**src/rtl/bist_pattern_source.sv**
```systemverilog
// BIST stimulus source: drives counter or LFSR patterns to a gate-under-test and
// compacts the sampled responses into a serial signature plus a ones count.
module bist_pattern_source #(
  parameter int unsigned          WIDTH     = 8,
  parameter logic [WIDTH-1:0]     LFSR_TAPS = 'hB8,
  parameter logic [WIDTH-1:0]     LFSR_SEED = 'h01,
  parameter int unsigned          SIG_WIDTH = 16,
  parameter logic [SIG_WIDTH-1:0] SIG_POLY  = 'h1021
) (
  input  logic                 clk,
  input  logic                 rst,
  input  logic                 start,
  input  logic                 mode,
  input  logic [WIDTH:0]       count,
  output logic [WIDTH-1:0]     pat_out,
  output logic                 pat_valid,
  input  logic                 pat_ready,
  input  logic                 resp_in,
  output logic [SIG_WIDTH-1:0] signature,
  output logic [WIDTH:0]       ones_cnt,
  output logic                 busy,
  output logic                 done
);

  localparam int unsigned CW = WIDTH + 1;
  // A zero seed would lock the LFSR at zero forever.
  localparam logic [WIDTH-1:0] SEED_EFF = (LFSR_SEED == '0) ? WIDTH'(1) : LFSR_SEED;

  typedef enum logic [1:0] {
    ST_IDLE = 2'd0,
    ST_RUN  = 2'd1,
    ST_DONE = 2'd2
  } state_e;

  state_e               state_q, state_d;
  logic                 mode_q, mode_d;
  logic [CW-1:0]        remain_q, remain_d;
  logic [WIDTH-1:0]     gen_q, gen_d;
  logic [SIG_WIDTH-1:0] sig_q, sig_d;
  logic [CW-1:0]        ones_q, ones_d;
  logic                 valid_q, valid_d;
  logic                 busy_q, busy_d;
  logic                 done_q, done_d;
  logic                 fire;
  logic [WIDTH-1:0]     lfsr_next;

  assign fire      = valid_q & pat_ready;
  assign lfsr_next = (gen_q >> 1) ^ (gen_q[0] ? LFSR_TAPS : '0);

  always_ff @(posedge clk or posedge rst) begin
    if (rst) begin
      state_q  <= ST_IDLE;
      mode_q   <= 1'b0;
      remain_q <= '0;
      gen_q    <= '0;
      sig_q    <= '0;
      ones_q   <= '0;
      valid_q  <= 1'b0;
      busy_q   <= 1'b0;
      done_q   <= 1'b0;
    end else begin
      state_q  <= state_d;
      mode_q   <= mode_d;
      remain_q <= remain_d;
      gen_q    <= gen_d;
      sig_q    <= sig_d;
      ones_q   <= ones_d;
      valid_q  <= valid_d;
      busy_q   <= busy_d;
      done_q   <= done_d;
    end
  end

  always_comb begin
    state_d  = state_q;
    mode_d   = mode_q;
    remain_d = remain_q;
    gen_d    = gen_q;
    sig_d    = sig_q;
    ones_d   = ones_q;

    case (state_q)
      ST_IDLE, ST_DONE: begin
        if (start) begin
          mode_d   = mode;
          remain_d = count;
          gen_d    = mode ? SEED_EFF : '0;
          sig_d    = '0;
          ones_d   = '0;
          state_d  = (count == '0) ? ST_DONE : ST_RUN;
        end
      end
      ST_RUN: begin
        // Everything advances only on an accepted pattern; otherwise hold.
        if (fire) begin
          sig_d    = {sig_q[SIG_WIDTH-2:0], 1'b0}
                   ^ ((sig_q[SIG_WIDTH-1] ^ resp_in) ? SIG_POLY : '0);
          ones_d   = ones_q + CW'(resp_in);
          gen_d    = mode_q ? lfsr_next : gen_q + WIDTH'(1);
          remain_d = remain_q - CW'(1);
          if (remain_q == CW'(1)) begin
            state_d = ST_DONE;
          end
        end
      end
      default: state_d = ST_IDLE;
    endcase

    valid_d = (state_d == ST_RUN);
    busy_d  = (state_d == ST_RUN);
    done_d  = (state_d == ST_DONE);
  end

  assign pat_out   = gen_q;
  assign pat_valid = valid_q;
  assign signature = sig_q;
  assign ones_cnt  = ones_q;
  assign busy      = busy_q;
  assign done      = done_q;

endmodule

```
**config.mk**
```make
export PLATFORM = sky130hd
export DESIGN_NAME = bist_pattern_source
export DESIGN_NICKNAME = d
export VERILOG_FILES = /design/src/rtl/bist_pattern_source.sv
export SDC_FILE = /design/constraint.sdc
export NUM_CORES = 1
export LEC_CHECK = 0
export CAP_MARGIN = 25
export CORE_ASPECT_RATIO = 1.4
export CORE_UTILIZATION = 37
export CTS_BUF_LIST = sky130_fd_sc_hd__clkbuf_16
export CTS_CLUSTER_DIAMETER = 100
export CTS_CLUSTER_SIZE = 40
export DETAILED_ROUTE_END_ITERATION = 10
export MAX_ROUTING_LAYER = met4
export PLACE_DENSITY_LB_ADDON = 0.05
export SLEW_MARGIN = 10
export SYNTH_ARGS = -nofsm -noshare
export SYNTH_HDL_FRONTEND = slang
export SYNTH_SLANG_ARGS = --single-unit
```
**constraint.sdc**
```tcl
create_clock -name clk -period 1.94 [get_ports clk]
set_clock_uncertainty 0.05 [all_clocks]
set_input_delay 0.388 -clock clk [delete_from_list [all_inputs] [get_ports clk]]
set_output_delay 0.388 -clock clk [all_outputs]
set_load 0.005 [all_outputs]
```
==> metrics.md <==
| Metric | Value |
|---|---|
| CP endpoint kind | register |
| Mapped Cells | about 280 |
| Final HPWL DP | 4250 µm |
| Final hold vios | 0 |
| Post-CTS Setup Repair Bufs | 0 |
| Dpl ws | -0.149 ns |
| Die area | 0.00724 mm² |
| Max Fanout on Critical Path | 4 |
| Final count of pins violating max slew | 0 |
| Worst-Skew Late Latency | 0.28 ns |
| Max_cap viols | 0 |
| Hold crit path type | in2async |
| IO Port Bufs | 50 |
| Clk sinks | 47 |
| FFs w/ async S/R, synth | 1.00 |
| Static Leakage | 1.44 nW |
| Initial antenna violation count | 0 |
| Top Ports | 51 |
| Worst Setup Start Kind | primary input |
| WHS | 0.403 ns |
| Share of cells above drive strength 1 | 0.112 |
| Nets | 357 |
| Number of global-route vias before repair | 2058 |
| Root Buffer | clkbuf_16 |
| Setup Crit Path Kind | in2reg |
| Dominant synthesized flop cell | dfrtp_1 |
| Worst-margin pin slew | 0.421 ns |
| Final setup fails | 0 |
| Total GRT Usage | 0.185 |
| Antenna Nets Post-Route | 0 |
| Crit path DAT | 1.93 ns |
| Iteration-0 DRC count of the detailed router | 87 |
| Peak VDD IR | between 0.4 and 0.5 mV |
| CTS tree | done |
| Register area share after synthesis | 0.461 |
| Unrepaired setup endpoints after global routing | false |
| First-pass GRT wire length | a little over 10000 µm |
| Syn nets | between 200 and 300 |
| Yosys cell types | 44 |
| Post-synthesis cell area | 0.00255 mm² |
| Via Count | 2185 |
| Pwr dens | between 1000 and 1500 mW/mm² |
| Num CTS Buffers | 5 |
| CTS hold repair buffers | 0 |
| Clock slew seen by the registers of the worst setup and hold paths | 0.06 ns |
| ANT cells | 0 |
| Rel. slew slack | 0.716 |
| Row count | 35 |
| Die width | 72.2 µm |
| Largest net degree at the start of global routing | 48 |
| Die H | 100 µm |
| DRT Wirelength | 6120 µm |
| Gpl congestion | 0.794 |
| Post-route minimum period | 1.81 ns |
| Highest clock rate | 554 MHz |
| Router iterations before antenna repair | 4 |
| Core area | 0.00661 mm² |
| Post-synth EDFFs | 0 |
| Avg Cell Area, Syn | 9.19 µm² |
| Final Cycle Share | 0.931 |
| Seq cells post-synth | 47 |
| Cts repair resizes | 0 |
| P&R area growth vs syn | 34.1% |
| Ys Warns | 0 |
| Drt wl/cell | 14.2 µm |
| Clock Tree Buf Depth | 2 |
| Vias per Instance | 5.08 |
| Final WS setup | 0.135 ns |
| DRC | 0 |
| H-tree depth | 2 |
| Initial Utilization | 0.386 |
| WP data required | 2.07 ns |
| Status | finished clean |
| GR Overflow Total | 0 |
## cell usage after synthesis, drive strengths merged, types with 2 or more instances
master,count,area share
a2111oi,2,0.022
a211oi,2,0.0059
a21oi,12,0.024
a22o,3,0.010
a22oi,5,0.015
and2,2,0.0049
buf,14,0.035
clkbuf,6,0.0088
dfrtp,47,0.46
ha,5,0.024
inv,10,0.015
nand2,53,0.078
nand2b,2,0.0049
nand3,14,0.027
nand4,4,0.0098
nor2,16,0.030
nor3,5,0.0098
nor3b,3,0.0088
nor4,4,0.012
o211ai,3,0.0088
o21ai,29,0.057
o22ai,2,0.0049
o31ai,3,0.0088
o32ai,3,0.010
xnor2,11,0.038
xor2,4,0.014
## layout by cell type, fill, tap and decap left out, drive strengths merged, types with 4 or more instances in the layout
master and n:
xnor2 11, nand2 53, ha 5, clkdlybuf4s50 50, xor2 4, nor4 4, a22oi 5, nand4 4
nor3 5, buf 22, nand3 14, dfrtp 47, o21ai 29, inv 10, nor2 16, clkbuf 5
a21oi 12
## area by class of cell
class,count,area [µm²]
clock buffers,5,125
multi-input cells,201,1230
repair buffers,72,703
clock inverters,3,38.8
fillers,634,3190
flip-flops and latches,47,1180
well taps,92,115
inverters,10,37.5
## layer usage
layer,vias to the layer above,part of all wire,global-route usage
met5,-,0,-
met4,0,0.021,0.0784
met3,8,0.042,0.0331
met2,43,0.48,0.290
met1,1052,0.46,0.234
li1,1082,-,-
## flip-flops by register name, summed over array words and instances (netlist names)
register / count
pat_out: 8
signature: 16
state_q: 2
remain_q: 9
busy: 1
ones_cnt: 9
done: 1
mode_q: 1
## critical path, stage by stage
cell	delay [ns]
clkdlybuf4s50_1	0.50
ha_1	0.20
ha_1	0.23
nand2_1	0.10
a2111oi_4	0.30
xnor2_1	0.15
nor2_1	0.05
## metrics by stage
| step | instances | power, W | TNS [ns] | util | instance area, µm² |
|---|---|---|---|---|---|
| floorplan | 278 | 0.00298 | 0 | - | 2550 |
| global placement | 422 | 0.00399 | -0.156 | 0.493 | 3260 |
| detailed placement | 422 | 0.00402 | -0.199 | 0.493 | 3260 |
| CTS | 430 | 0.00500 | 0 | 0.518 | 3420 |
| global route | 430 | 0.00534 | 0 | 0.518 | 3420 |
| finish | 430 | 0.00495 | 0 | 0.518 | 3420 |
## report_power, final
part | leakage, nW | internal, W | switching [W]
clock network | 0.0812 | 0.000601 | 0.000352
registers | 0.616 | 0.00132 | 0.000407
logic | 0.743 | 0.00119 | 0.00108
## cells by family after synthesis
family,after synthesis,share of synthesized area
and+or+nand+nor,111,0.219
AOI/OAI and AO/OA,69,0.181
DFF,47,0.461
buffers and inverters,30,0.0588
xor gates and xnor gates,15,0.0514
adders and majority gates,5,0.0245
muxes,1,0.00392
## final timing paths
| check | cells after the start | start | slack, ns | end |
|---|---|---|---|---|
| worst min-delay path | 3 | rst | 0.40 | ones_cnt[7]$_DFFE_PP0P_ |
| worst max-delay path | 7 | resp_in | 0.13 | ones_cnt[8]$_DFFE_PP0P_ |
| worst min register to register | 2 | signature[1]$_DFFE_PP0P_ | 0.45 | signature[2]$_DFFE_PP0P_ |
| worst max register to register | 7 | remain_q[0]$_DFFE_PP0P_ | 0.21 | remain_q[8]$_DFFE_PP0P_ |
| max in group asynchronous | 3 | rst | 1.21 | signature[6]$_DFFE_PP0P_ |
| min in group clk | 2 | signature[1]$_DFFE_PP0P_ | 0.45 | signature[2]$_DFFE_PP0P_ |
(Power assumes the default switching activity.)
